**src/rtl/matrix_transpose_sched.sv**
```systemverilog
// Job sequencer for the 5x5 transpose unit: loads a matrix one row at a time,
// captures the transposed or unmodified matrix, then drains it one row at a time.
module matrix_transpose_sched #(
  parameter int ELEM_W = 9
) (
  input  logic                  clk,
  input  logic                  rst_n,
  input  logic                  start,
  input  logic                  op,
  input  logic                  abort,
  input  logic                  in_valid,
  output logic                  in_ready,
  input  logic [5*ELEM_W-1:0]   in_row,
  output logic [25*ELEM_W-1:0]  tr_in,
  input  logic [25*ELEM_W-1:0]  tr_out,
  output logic                  out_valid,
  input  logic                  out_ready,
  output logic [5*ELEM_W-1:0]   out_row,
  output logic                  out_last,
  output logic                  busy,
  output logic                  done
);

  localparam int RW = 5 * ELEM_W;
  localparam int MW = 25 * ELEM_W;

  typedef enum logic [1:0] {
    S_IDLE  = 2'd0,
    S_LOAD  = 2'd1,
    S_EXEC  = 2'd2,
    S_DRAIN = 2'd3
  } state_t;

  state_t          state_q, state_d;
  logic [2:0]      cnt_q, cnt_d;
  logic [MW-1:0]   mat_q, mat_d;
  logic [MW-1:0]   res_q, res_d;
  logic            op_q, op_d;
  logic            done_q, done_d;

  // State register
  always_ff @(posedge clk or negedge rst_n) begin
    if (!rst_n) begin
      state_q <= S_IDLE;
    end else begin
      state_q <= state_d;
    end
  end

  // Next-state logic; abort overrides every other transition
  always_comb begin
    state_d = state_q;
    if (abort) begin
      state_d = S_IDLE;
    end else begin
      case (state_q)
        S_IDLE: begin
          if (start) state_d = S_LOAD;
          else       state_d = S_IDLE;
        end
        S_LOAD: begin
          if (in_valid && (cnt_q == 3'd4)) state_d = S_EXEC;
          else                             state_d = S_LOAD;
        end
        S_EXEC: begin
          state_d = S_DRAIN;
        end
        S_DRAIN: begin
          if (out_ready && (cnt_q == 3'd4)) state_d = S_IDLE;
          else                              state_d = S_DRAIN;
        end
        default: begin
          state_d = S_IDLE;
        end
      endcase
    end
  end

  // Datapath registers
  always_ff @(posedge clk or negedge rst_n) begin
    if (!rst_n) begin
      cnt_q  <= 3'd0;
      mat_q  <= {MW{1'b0}};
      res_q  <= {MW{1'b0}};
      op_q   <= 1'b0;
      done_q <= 1'b0;
    end else begin
      cnt_q  <= cnt_d;
      mat_q  <= mat_d;
      res_q  <= res_d;
      op_q   <= op_d;
      done_q <= done_d;
    end
  end

  // Datapath next values; an aborted cycle writes neither matrix register
  always_comb begin
    cnt_d  = cnt_q;
    mat_d  = mat_q;
    res_d  = res_q;
    op_d   = op_q;
    done_d = 1'b0;
    if (abort) begin
      cnt_d = 3'd0;
    end else begin
      case (state_q)
        S_IDLE: begin
          if (start) begin
            op_d  = op;
            cnt_d = 3'd0;
          end else begin
            op_d  = op_q;
          end
        end
        S_LOAD: begin
          if (in_valid) begin
            mat_d[RW*int'(cnt_q) +: RW] = in_row;
            cnt_d = (cnt_q == 3'd4) ? 3'd0 : cnt_q + 3'd1;
          end else begin
            cnt_d = cnt_q;
          end
        end
        S_EXEC: begin
          // mat_q has been stable for a full cycle, so tr_out is settled here
          res_d = op_q ? tr_out : mat_q;
        end
        S_DRAIN: begin
          if (out_ready) begin
            if (cnt_q == 3'd4) begin
              cnt_d  = 3'd0;
              done_d = 1'b1;
            end else begin
              cnt_d  = cnt_q + 3'd1;
            end
          end else begin
            cnt_d = cnt_q;
          end
        end
        default: begin
          cnt_d = 3'd0;
        end
      endcase
    end
  end

  // Outputs decoded only from registered state, so no input-to-output path exists
  always_comb begin
    in_ready  = (state_q == S_LOAD);
    out_valid = (state_q == S_DRAIN);
    busy      = (state_q != S_IDLE);
    out_last  = (state_q == S_DRAIN) && (cnt_q == 3'd4);
    if (state_q == S_DRAIN) begin
      out_row = res_q[RW*int'(cnt_q) +: RW];
    end else begin
      out_row = {RW{1'b0}};
    end
  end

  assign tr_in = mat_q;
  assign done  = done_q;

endmodule

```
**config.mk**
```make
export PLATFORM = sky130hd
export DESIGN_NAME = matrix_transpose_sched
export DESIGN_NICKNAME = d
export VERILOG_FILES = /design/src/rtl/matrix_transpose_sched.sv
export SDC_FILE = /design/constraint.sdc
export NUM_CORES = 1
export LEC_CHECK = 0
export ABC_AREA = 1
export BUFFER_PORTS_ARGS = -buffer_cell sky130_fd_sc_hd__buf_2
export CORE_AREA = 5 5 213 215
export DETAILED_ROUTE_END_ITERATION = 10
export DIE_AREA = 0 0 218 220
export PLACE_DENSITY = 0.75
export SETUP_SLACK_MARGIN = 0.2
export SLEW_MARGIN = 20
export SYNTH_ARGS = -nofsm -noshare
export SYNTH_HDL_FRONTEND = slang
export SYNTH_SLANG_ARGS = --single-unit
```
**constraint.sdc**
```tcl
create_clock -name clk -period 2.6 [get_ports clk]
set_input_delay 0.26 -clock clk [delete_from_list [all_inputs] [get_ports clk]]
set_output_delay 0.26 -clock clk [all_outputs]
set_load 0.05 [all_outputs]
```
==> summary.md <==
| Metric | Value |
|---|---|
| Die boundary height | 220 um |
| Run status | finished, final reports clean |
| Crit. End Element | output port |
| Cell count after synthesis | 2655 |
| Antenna viol nets, final | 0 |
| Total chip power | 18.5 mW |
| Critical path capture point | out_row[1] |
| GRT Resource Usage Total | 0.375 |
| Post-detailed-route wirelength per cell | 23.4 um |
| Syn avg cell area | 8.01 um2 |
| Share of Yosys cell area claimed by the top area cell type | 0.538 |
| Endpoint of the worst-slack reg-to-reg timing path | tr_in[75] |
| Total of max-cap violations | 0 |
| Setup slack of the critical path after layout | 44.5 ps |
| F_max | 0.391 GHz |
| Worst skew pair latency | 580 ps |
| Max Clock Skew | 14.8 ps |
| Worst hold slack | 19.5 ps |
| Final #Nets | 3705 |
| Unrepaired setup endpoints after global routing | true |
| Proportion of register bits with asynchronous set or reset after synthesis | 1.00 |
| Cell at the root of the clock tree | sky130_fd_sc_hd__clkbuf_16 |
| Critical path startpoint | cnt_q[0] |
| Clock tree from TritonCTS | yes |
| Core footprint | 43500 um2 |
| Effective utilization at floorplan | 0.488 |
| Num CTS Buffers | 48 |
| GRT Residual Overflow | 0 |
| P_int | 12.8 mW |
| Routability Congestion | 0.916 |
| Initial DRT Pass Iterations | 9 |
| Wire length of the first global-routing pass | 140000 um |
| Largest vdd supply drop | 0.474 mV |
| Layout cells sized above 1 | 0.237 |
| Antenna violations before repair | 4 |
| Critical path fanouts, max | 5 |
| Post-synthesis instance area | 21300 um2 |
| Via Count | 24429 |
| Net count after synthesis | 2941 |
| Fillcell total | 3143 |
| Post-Layout Cell Count | 4050 |
| Clock-pin slew reported for the worst setup and hold paths after clock tree synthesis | 60 ps |
| Min-Delay Path Class | primary input to flop |
| Horizontal extent of the die | 218 um |
| Via density per instance | 6.03 |
| Number of rows in the core area | 77 |
| Share of power burned in combinational logic | 0.188 |
| Number of placed cells counting well taps | 3669 |
| Number of clock sinks | 457 |
| Post-synth top flop | sky130_fd_sc_hd__dfrtp_1 |
| Slowest stage cell, crit path | sky130_fd_sc_hd__dfrtp_4 |
| Detailed-route DRC error count | 0 |
| Total setup violations reported at the end of the flow | 0 |
| Post-detail-place hpwl | 55000 um |
| Clock network power share | 0.389 |
| Startpoint of the lowest-slack register-to-register path | cnt_q[0] |
| Cell area after layout | 30300 um2 |
| Sequential fraction of the synthesis area | 0.538 |
| Critical path arrival | 2300 ps |
| Minimum clock period | 2560 ps |
| Static leakage power | 14.6 nW |
| Count of buffers from port buffering | 551 |
| Post-placement setup slack | 305 ps |
| Routed WL | 95000 um |
| Worst reg2reg path depth | 7 |
| Die area | 48000 um2 |
| Chain of cells forming the critical path | nor2_4, clkinvlp_4, buf_6, buf_12, o21ai_4, nand2_2, nor2_4, buf_8 |
| Slowest stage delay, CP | 550 ps |
| Synthesis-stage register bit count | 457 |
| Number of flops mapped to enable cells by yosys | 0 |
| Final hold violation count | 0 |
| Slew HR | 0.234 |
| Maximum count of clock buffers along a single path | 3 |
| Count of pins on the block boundary | 552 |
| Share of the clock period used by the worst path after layout | 0.983 |
| Critical Path Most Common Cell | sky130_fd_sc_hd__nor2_4 |
| Slew @ Worst Pin | 1150 ps |
| Setup CP Type | flop to output port |
| Number of DRC markers after the initial detailed-route iteration | 3120 |
| Category of the worst setup path launch point | flop |
| Slew Limit Fails | 0 |
| Setup slack on the worst flop-to-flop path | 190 ps |
| Post-synth cell types | 26 |
| Switching power | 5.63 mW |
| Cell area after placement | 25000 um2 |
| Biggest area contributors in the synthesized netlist | sky130_fd_sc_hd__dfrtp_1, sky130_fd_sc_hd__nand2_1, sky130_fd_sc_hd__nor2_1, sky130_fd_sc_hd__a31oi_1, sky130_fd_sc_hd__o21ai_0 |
| Layout overhead on the synthesized area | 42.5% |
| Dominant cell type by area after synthesis | sky130_fd_sc_hd__dfrtp_1 |
| Proportion of power drawn by flip-flops and latches | 0.423 |
| Yosys warnings | 0 |
| Switching share of power | 0.305 |
| Total power divided by cell area | 609 nW/um2 |
| Largest net degree at the start of global routing | 226 |
| Htree depth | 2 |
| Vias in the first global route | 24389 |
| Endpoint required time on the critical path | 2340 ps |
## placed cells by master, fill, tap and decap left out, types with 50 or more instances in the layout
master,instances
sky130_fd_sc_hd__nand2_1,892
sky130_fd_sc_hd__buf_2,504
sky130_fd_sc_hd__dfrtp_1,453
sky130_fd_sc_hd__dlygate4sd3_1,267
sky130_fd_sc_hd__nor2_1,238
sky130_fd_sc_hd__o21ai_0,154
sky130_fd_sc_hd__a31oi_1,150
sky130_fd_sc_hd__inv_1,133
sky130_fd_sc_hd__o21ai_1,106
sky130_fd_sc_hd__o22ai_1,75
sky130_fd_sc_hd__clkbuf_16,51
sky130_fd_sc_hd__o211ai_1,50
## routing by layer
metal / vias to the layer above / GRT usage / wire length [um]
li1: 10299 / - / -
met1: 11468 / 0.462 / 32700
met2: 2124 / 0.594 / 43300
met3: 538 / 0.0908 / 11900
met4: 0 / 0.240 / 7090
met5: - / 0 / 0
## flip-flops by register name, summed over array words and instances, names as in the netlist
name,flops
res_q,225
done,1
tr_in,225
cnt_q,3
op_q,1
state_q,2
## critical path, delay by kind of cell (launching register included)
family          cells  cell delay (ps)
simple gates        3              400
compound gates      1              150
buf+inv             4              600
flops               1              550
## cells by family after synthesis
kind of cell	after synthesis	synth area share
DFF	457	0.538
xor gates and xnor gates	1	0.000412
and+or+nand+nor	1270	0.237
AOI/OAI and AO/OA	579	0.155
buffers and inverters	339	0.0646
adders and majority gates	9	0.00529
## stage by stage
stage	utilization	setup TNS, ps
after global routing	0.696	-8.16
final	0.696	0
after floorplan	-	0
after detailed placement	0.573	0
after CTS	0.687	0
after global placement	0.573	0
## cell usage after synthesis, types with 6 or more instances
cell type / count
sky130_fd_sc_hd__o211ai_1: 50
sky130_fd_sc_hd__a31oi_1: 150
sky130_fd_sc_hd__clkbuf_1: 110
sky130_fd_sc_hd__nor2_1: 265
sky130_fd_sc_hd__ha_1: 9
sky130_fd_sc_hd__inv_1: 136
sky130_fd_sc_hd__o21ai_0: 179
sky130_fd_sc_hd__nand3_2: 6
sky130_fd_sc_hd__o21ai_1: 103
sky130_fd_sc_hd__a21oi_1: 22
sky130_fd_sc_hd__nand3_1: 47
sky130_fd_sc_hd__nand4_1: 47
sky130_fd_sc_hd__buf_2: 76
sky130_fd_sc_hd__buf_1: 14
sky130_fd_sc_hd__nand2_1: 898
sky130_fd_sc_hd__o22ai_1: 75
sky130_fd_sc_hd__dfrtp_1: 457
## how the worst min path moves through the flow
stage | from | endpoint | slack, ps | cells past startpoint
2_1_floorplan | rst_n | cnt_q[0] | -40 | 0
3_3_place_gp | rst_n | res_q[145] | 290 | 1
3_5_place_dp | rst_n | tr_in[10] | 270 | 1
4_1_cts | tr_out[72] | res_q[72] | 0.3 | 3
5_1_grt | tr_out[72] | res_q[72] | 20 | 3
6_report | tr_out[72] | res_q[72] | 20 | 3
## power by group through the flow
stage,logic (mW),clock network [mW],registers [mW]
2_1_floorplan,1.08,0,8.55
4_1_cts,3.33,7.17,7.78
3_3_place_gp,2.89,0,7.90
6_report,3.47,7.18,7.81
5_1_grt,3.67,7.49,7.84
3_5_place_dp,2.93,0,7.91
## timing repair
item	in CTS	in global routing
resized for setup	150	52
buffers inserted	9	8
hold endpoints to repair	467	0
setup endpoints to repair	46	166
hold buffers	267	0
pin swaps	27	33
gates cloned	5	3
## layout make-up
cell class / instances / area [um2] / share of cell area
Tap cell: 592 / 741 / 0.0244
Sequential cell: 457 / 11400 / 0.378
Inverter: 138 / 527 / 0.0174
Timing Repair Buffer: 915 / 7130 / 0.235
Clock inverter: 12 / 163 / 0.00537
Multi-Input combinational cell: 1859 / 8830 / 0.291
Antenna cell: 4 / 10.0 / 0.000330
Clock buffer: 73 / 1460 / 0.0481
No activity file was read; power rests on OpenSTA's default activity.
